$ cat config.mk
export PLATFORM = sky130hd
export DESIGN_NAME = dec3_8_seq
export DESIGN_NICKNAME = d
export VERILOG_FILES = /design/src/rtl/dec3_8_seq.sv
export SDC_FILE = /design/constraint.sdc
export NUM_CORES = 1
export LEC_CHECK = 0
export ABC_AREA = 0
export ABC_CLOCK_PERIOD_IN_PS = 2250
export CAP_MARGIN = 20
export CORE_MARGIN = 1.5
export CORE_UTILIZATION = 50
export CTS_BUF_LIST = sky130_fd_sc_hd__clkbuf_8
export DETAILED_ROUTE_END_ITERATION = 8
export GPL_TIMING_DRIVEN = 0
export PLACE_DENSITY = 0.81
export SLEW_MARGIN = 10
export SYNTH_ARGS = -nofsm -noshare
export SYNTH_HDL_FRONTEND = slang
export SYNTH_SLANG_ARGS = --single-unit
export TNS_END_PERCENT = 1
$ cat constraint.sdc
create_clock -name clk -period 2.25 [get_ports clk]
set_input_delay 0.3375 -clock clk [delete_from_list [all_inputs] [get_ports clk]]
set_output_delay 0.3375 -clock clk [all_outputs]
set_load 0.05 [all_outputs]
$ cat src/rtl/dec3_8_seq.sv
// dec3_8_seq: sequenced 3-to-8 binary-to-one-hot decoder.
// Codes are accepted over a valid/ready handshake and buffered in a small FIFO.
// Each code is then replayed as a one-hot pulse on y, held for PULSE_LEN cycles.
// Optional macro DEC_PARITY_EN adds in_par/par_err. When it is enabled, even
// parity is checked on every push, and entries with bad parity are dropped.
module dec3_8_seq #(
  parameter int DEPTH     = 4,  // FIFO entries, power of 2, >= 2
  parameter int PULSE_LEN = 3   // hold cycles per one-hot pulse, >= 1
) (
  input  logic       clk,
  input  logic       rst_n,
  input  logic       en,
  input  logic       in_valid,
  output logic       in_ready,
  input  logic [2:0] in_code,
`ifdef DEC_PARITY_EN
  input  logic       in_par,
  output logic       par_err,
`endif
  output logic [7:0] y,
  output logic       out_last,
  output logic       busy
);

  localparam int AW = $clog2(DEPTH);
  localparam int CW = (PULSE_LEN > 1) ? $clog2(PULSE_LEN) : 1;

  typedef enum logic {IDLE, HOLD} state_t;

  logic [2:0]    mem_q [DEPTH];
  logic [AW-1:0] wr_ptr_q, wr_ptr_d;
  logic [AW-1:0] rd_ptr_q, rd_ptr_d;
  logic [AW:0]   count_q, count_d;
  state_t        state_q, state_d;
  logic [CW-1:0] cnt_q, cnt_d;
  logic [7:0]    y_q, y_d;

  logic accept;  // handshake completes on this edge
  logic store;   // accepted code is actually written
  logic pop;     // head is consumed into y on this edge

  // in_ready depends only on registered count, so there is no push-through when full.
  assign in_ready = (count_q != (AW+1)'(DEPTH));
  assign accept   = in_valid && in_ready;

`ifdef DEC_PARITY_EN
  logic par_ok;
  logic par_err_q, par_err_d;
  assign par_ok    = ~^{in_par, in_code};
  assign store     = accept && par_ok;
  assign par_err_d = accept && !par_ok;
  assign par_err   = par_err_q;

  // One-cycle error pulse after an edge that rejects a bad-parity push.
  always_ff @(posedge clk or negedge rst_n) begin
    if (!rst_n) par_err_q <= 1'b0;
    else        par_err_q <= par_err_d;
  end
`else
  assign store = accept;
`endif

  // Pop when enabled and data is waiting, either from IDLE or on the last hold cycle.
  assign pop = en && (count_q != '0) && ((state_q == IDLE) || (cnt_q == '0));

  // FIFO pointer and occupancy next-state. Pointers wrap naturally at DEPTH.
  always_comb begin
    wr_ptr_d = wr_ptr_q;
    rd_ptr_d = rd_ptr_q;
    count_d  = count_q;
    if (store) wr_ptr_d = wr_ptr_q + AW'(1);
    if (pop)   rd_ptr_d = rd_ptr_q + AW'(1);
    case ({store, pop})
      2'b10:   count_d = count_q + (AW+1)'(1);
      2'b01:   count_d = count_q - (AW+1)'(1);
      default: count_d = count_q;
    endcase
  end

  // FIFO storage. Stale contents are harmless because the pointers are reset.
  always_ff @(posedge clk) begin
    if (store) mem_q[wr_ptr_q] <= in_code;
  end

  // Decoder FSM next-state. y changes only on a pop or when returning to IDLE.
  always_comb begin
    state_d = state_q;
    cnt_d   = cnt_q;
    y_d     = y_q;
    case (state_q)
      IDLE: begin
        if (pop) begin
          y_d     = 8'b1 << mem_q[rd_ptr_q];
          cnt_d   = CW'(PULSE_LEN - 1);
          state_d = HOLD;
        end
      end
      HOLD: begin
        if (cnt_q != '0) begin
          cnt_d = cnt_q - CW'(1);
        end else if (pop) begin
          y_d   = 8'b1 << mem_q[rd_ptr_q];
          cnt_d = CW'(PULSE_LEN - 1);
        end else begin
          y_d     = 8'b0;
          state_d = IDLE;
        end
      end
      default: begin
        y_d     = 8'b0;
        state_d = IDLE;
      end
    endcase
  end

  // State, FIFO control and output registers. Reset clears y immediately.
  always_ff @(posedge clk or negedge rst_n) begin
    if (!rst_n) begin
      wr_ptr_q <= '0;
      rd_ptr_q <= '0;
      count_q  <= '0;
      state_q  <= IDLE;
      cnt_q    <= '0;
      y_q      <= 8'b0;
    end else begin
      wr_ptr_q <= wr_ptr_d;
      rd_ptr_q <= rd_ptr_d;
      count_q  <= count_d;
      state_q  <= state_d;
      cnt_q    <= cnt_d;
      y_q      <= y_d;
    end
  end

  assign y        = y_q;
  assign out_last = (state_q == HOLD) && (cnt_q == '0);
  assign busy     = (state_q == HOLD) || (count_q != '0);

endmodule

==> flow_summary.yaml <==
finish:
  finalInstanceArea_um2: 1710
  nets: 138
  fin_cells: 156
  post-route-util_pct: 68.2
  antenna_cells: 0
  area_delta_synth_final_pct: 26.9
  drive_gt1_share_pct: 23.8
sta:
  slew_headroom_pct: 45.4
  setup_viol: 0
  whs_ns: 0.487
  hold_viol_final: 0
  worst_slack_ns: 0.0679
  period_share_pct: 97.0
  tns_ns: 0
  final.min_clock_period_ns: 2.18
  fin_skew_ns: 0.00750
  drv_slew: 0
  tightest_slew_ns: 0.816
  max_freq_mhz: 458
placed_design:
  dp.cells: 140
  io_buffers: 17
  dp.final_hpwl_um: 1650
  dpl_cell_area_um2: 1550
  dp_slack_ns: -0.202
  gp_congestion: 0.697
power:
  p_int_mw: 1.58
  ir_worst_vdd_mv: 0.981
  comb_power_share_pct: 50.2
  power.share.clock_pct: 14.6
  power_frac_seq_pct: 35.2
  netSwitchingPower_mw: 1.13
  p_sw_share_pct: 41.6
  leakage_nw: 0.723
  power.density_nw_per_um2: 1590
  p_total_mw: 2.71
die:
  die_w_um: 54.8
  rows: 18
  dieArea_um2: 3010
  die_h_um: 54.8
  coreArea_um2: 2500
  ios: 18
  start_util_pct: 53.8
yosys:
  synth-edff-count: 12
  synth_ff_type: "dfrtp_1"
  yosys_warnings: 0
  synth_area_um2: 1340
  synth-seq-cells: 30
  ys_async_sr_fraction_pct: 60.0
  synthCells: 93
  synthesis.nets: 106
  syn_avg_cell_area_um2: 14.4
  synth.distinct_cells: 32
  yosysSeqAreaShare_pct: 60.3
routing:
  ant_nets: 0
  dr.pass1.iters: 4
  viasPerCell: 5.51
  drt_iter0_markers: 14
  drc: 0
  wire_per_inst_um: 14.8
  routed_wl_um: 2310
  vias: 859
setup_path:
  cp_max_fo: 4
  startpoint_type: "register"
  arrival_ns: 1.84
  cpPeakStageDelay_ns: 0.72
  crit_chain: "or3b_4 > clkdlybuf4s50_1"
  critPathRequiredTime_ns: 1.91
  setup.worst_path.class: "reg -> out"
  worst-path-buf-inv: 1
  critPathTopFamily: "buffers and inverters"
  crit_path_end_kind: "primary output"
  cp_slowest_cell: "clkdlybuf4s50_1"
worst_hold_path:
  hold_class: "reg -> reg"
job:
  max_cap_viol_count: 0
clock_network:
  cts.clk_slew.worst_paths_ns: 0.06
  cts_hold_buf: 0
  cts_tree: "done"
  cts.sinks: 30
  h-tree-depth: 2
  root_buffer: "clkbuf_8"
  cts_made_buffers: 5
  cts.path.max_buffers: 2
  clock_latency_ns: 0.28
grt:
  antenna_found_initial: 0
  first_global_vias: 851
  grt_usage_pct: 18.7
  grt_max_degree: 19
  grt_pass1_wl_um: 3730
  grt_overflow_total: 0
outcome:
  outcome: "finished clean"
==> state kept, by name, indices dropped and copies added, names as in the netlist <==
signal and flops:
cnt_q 2, state_q 1, rd_ptr_q 2, wr_ptr_q 2, mem_q 12, count_q 3, y 8
==> worst register-to-register path, stage by stage (launching register included) <==
cell and delay [ns]:
dfrtp_2 0.42, or3b_4 0.43, and2_4 0.18, inv_2 0.04
ha_2 0.17, inv_1 0.05, fa_2 0.33, xor2_1 0.14
nor2_1 0.13, xor2_1 0.15
==> synthesized netlist by cell type (2+ instances only) <==
library cell | number | area share (%)
edfxtp_1 | 12 | 27
inv_1 | 8 | 2.2
dfrtp_1 | 18 | 34
o21ai_1 | 2 | 0.74
nor2_1 | 3 | 0.84
a32o_1 | 4 | 3.0
xnor2_1 | 3 | 2.0
mux4_2 | 3 | 5.0
nand2b_1 | 2 | 0.93
nand2_1 | 3 | 0.84
o2bb2ai_1 | 3 | 2.0
nand3_1 | 2 | 0.74
ha_1 | 5 | 4.7
and3_1 | 4 | 1.9
xor2_1 | 4 | 2.6
==> cell type report <==
| cell class | count | area (um^2) |
|---|---|---|
| flip-flops and latches | 30 | 815 |
| fillers | 183 | 795 |
| multi-input cells | 53 | 499 |
| repair buffers | 25 | 228 |
| clock buffers | 5 | 68.8 |
| well taps | 30 | 37.5 |
| inverters | 9 | 33.8 |
| clock inverters | 3 | 12.5 |
| plain buffers | 1 | 11.3 |
==> power groups by stage <==
stage	registers, mW	clock network (mW)	logic, mW
finish	0.954	0.395	1.36
global route	0.980	0.428	1.49
CTS	0.956	0.401	1.27
detailed placement	0.965	0	1.27
global placement	0.944	0	1.24
floorplan	1.17	0	0.709
==> cells in the final DEF, fill, tap and decap left out, drive strengths merged <==
| cell | synthesis | layout |
|---|---|---|
| dfrtp | 18 | 18 |
| clkdlybuf4s50 | 0 | 15 |
| edfxtp | 12 | 12 |
| inv | 9 | 10 |
| buf | 1 | 9 |
| clkbuf | 0 | 5 |
| ha | 5 | 5 |
| and3 | 4 | 4 |
| xor2 | 4 | 4 |
| a32o | 4 | 4 |
| nand2 | 3 | 3 |
| nor2 | 3 | 3 |
| xnor2 | 3 | 3 |
| mux4 | 3 | 3 |
| o2bb2ai | 3 | 3 |
| nand3 | 2 | 2 |
| nand2b | 2 | 2 |
| dlygate4sd2 | 0 | 2 |
| o21ai | 2 | 2 |
| and2 | 2 | 2 |
| nor3b | 2 | 2 |
| a21oi | 2 | 2 |
| clkinv | 0 | 2 |
| o31a | 1 | 1 |
| o31ai | 1 | 1 |
| nand3b | 1 | 1 |
| or3b | 1 | 1 |
| or4 | 1 | 1 |
| mux2 | 1 | 1 |
| a22o | 1 | 1 |
| mux2i | 1 | 1 |
| fa | 1 | 1 |
==> per-layer routing <==
layer  GRT usage (%)  wire, um  vias up
li1                -         -      406
met1            21.1       945      423
met2            29.8      1170       22
met3            6.56       126        8
met4            12.1        65        0
met5               0         0        -
==> final timing paths <==
| path | start | cells past startpoint | endpoint | slack (ns) |
|---|---|---|---|---|
| hold reg to reg | y[6] | 1 | y[6] | 0.49 |
| setup / recovery | count_q[1] | 2 | in_ready | 0.07 |
| min in group asynchronous | rst_n | 1 | rd_ptr_q[1] | 0.53 |
| setup reg to reg | count_q[1] | 9 | count_q[2] | 0.11 |
| max in group asynchronous | rst_n | 1 | count_q[2] | 1.15 |
| hold / removal | y[6] | 1 | y[6] | 0.49 |
==> logic make-up (layout without fill, tap and decap cells) <==
group,count (synthesis),in the layout,share of synthesized area (%)
adders and majority gates,6,6,6.15
muxes,5,5,6.61
AOI/OAI and AO/OA,14,14,8.94
and+or+nand+nor,21,21,10.1
xor gates and xnor gates,7,7,4.56
buffers and inverters,10,43,3.35
DFF,30,30,60.3
==> what timing repair did <==
item                       CTS  global route
cloned                       0             0
buffers inserted             0             8
setup endpoints to repair    2             2
resized for setup            2             6
pin swaps                    0             3
(Power assumes the default switching activity.)
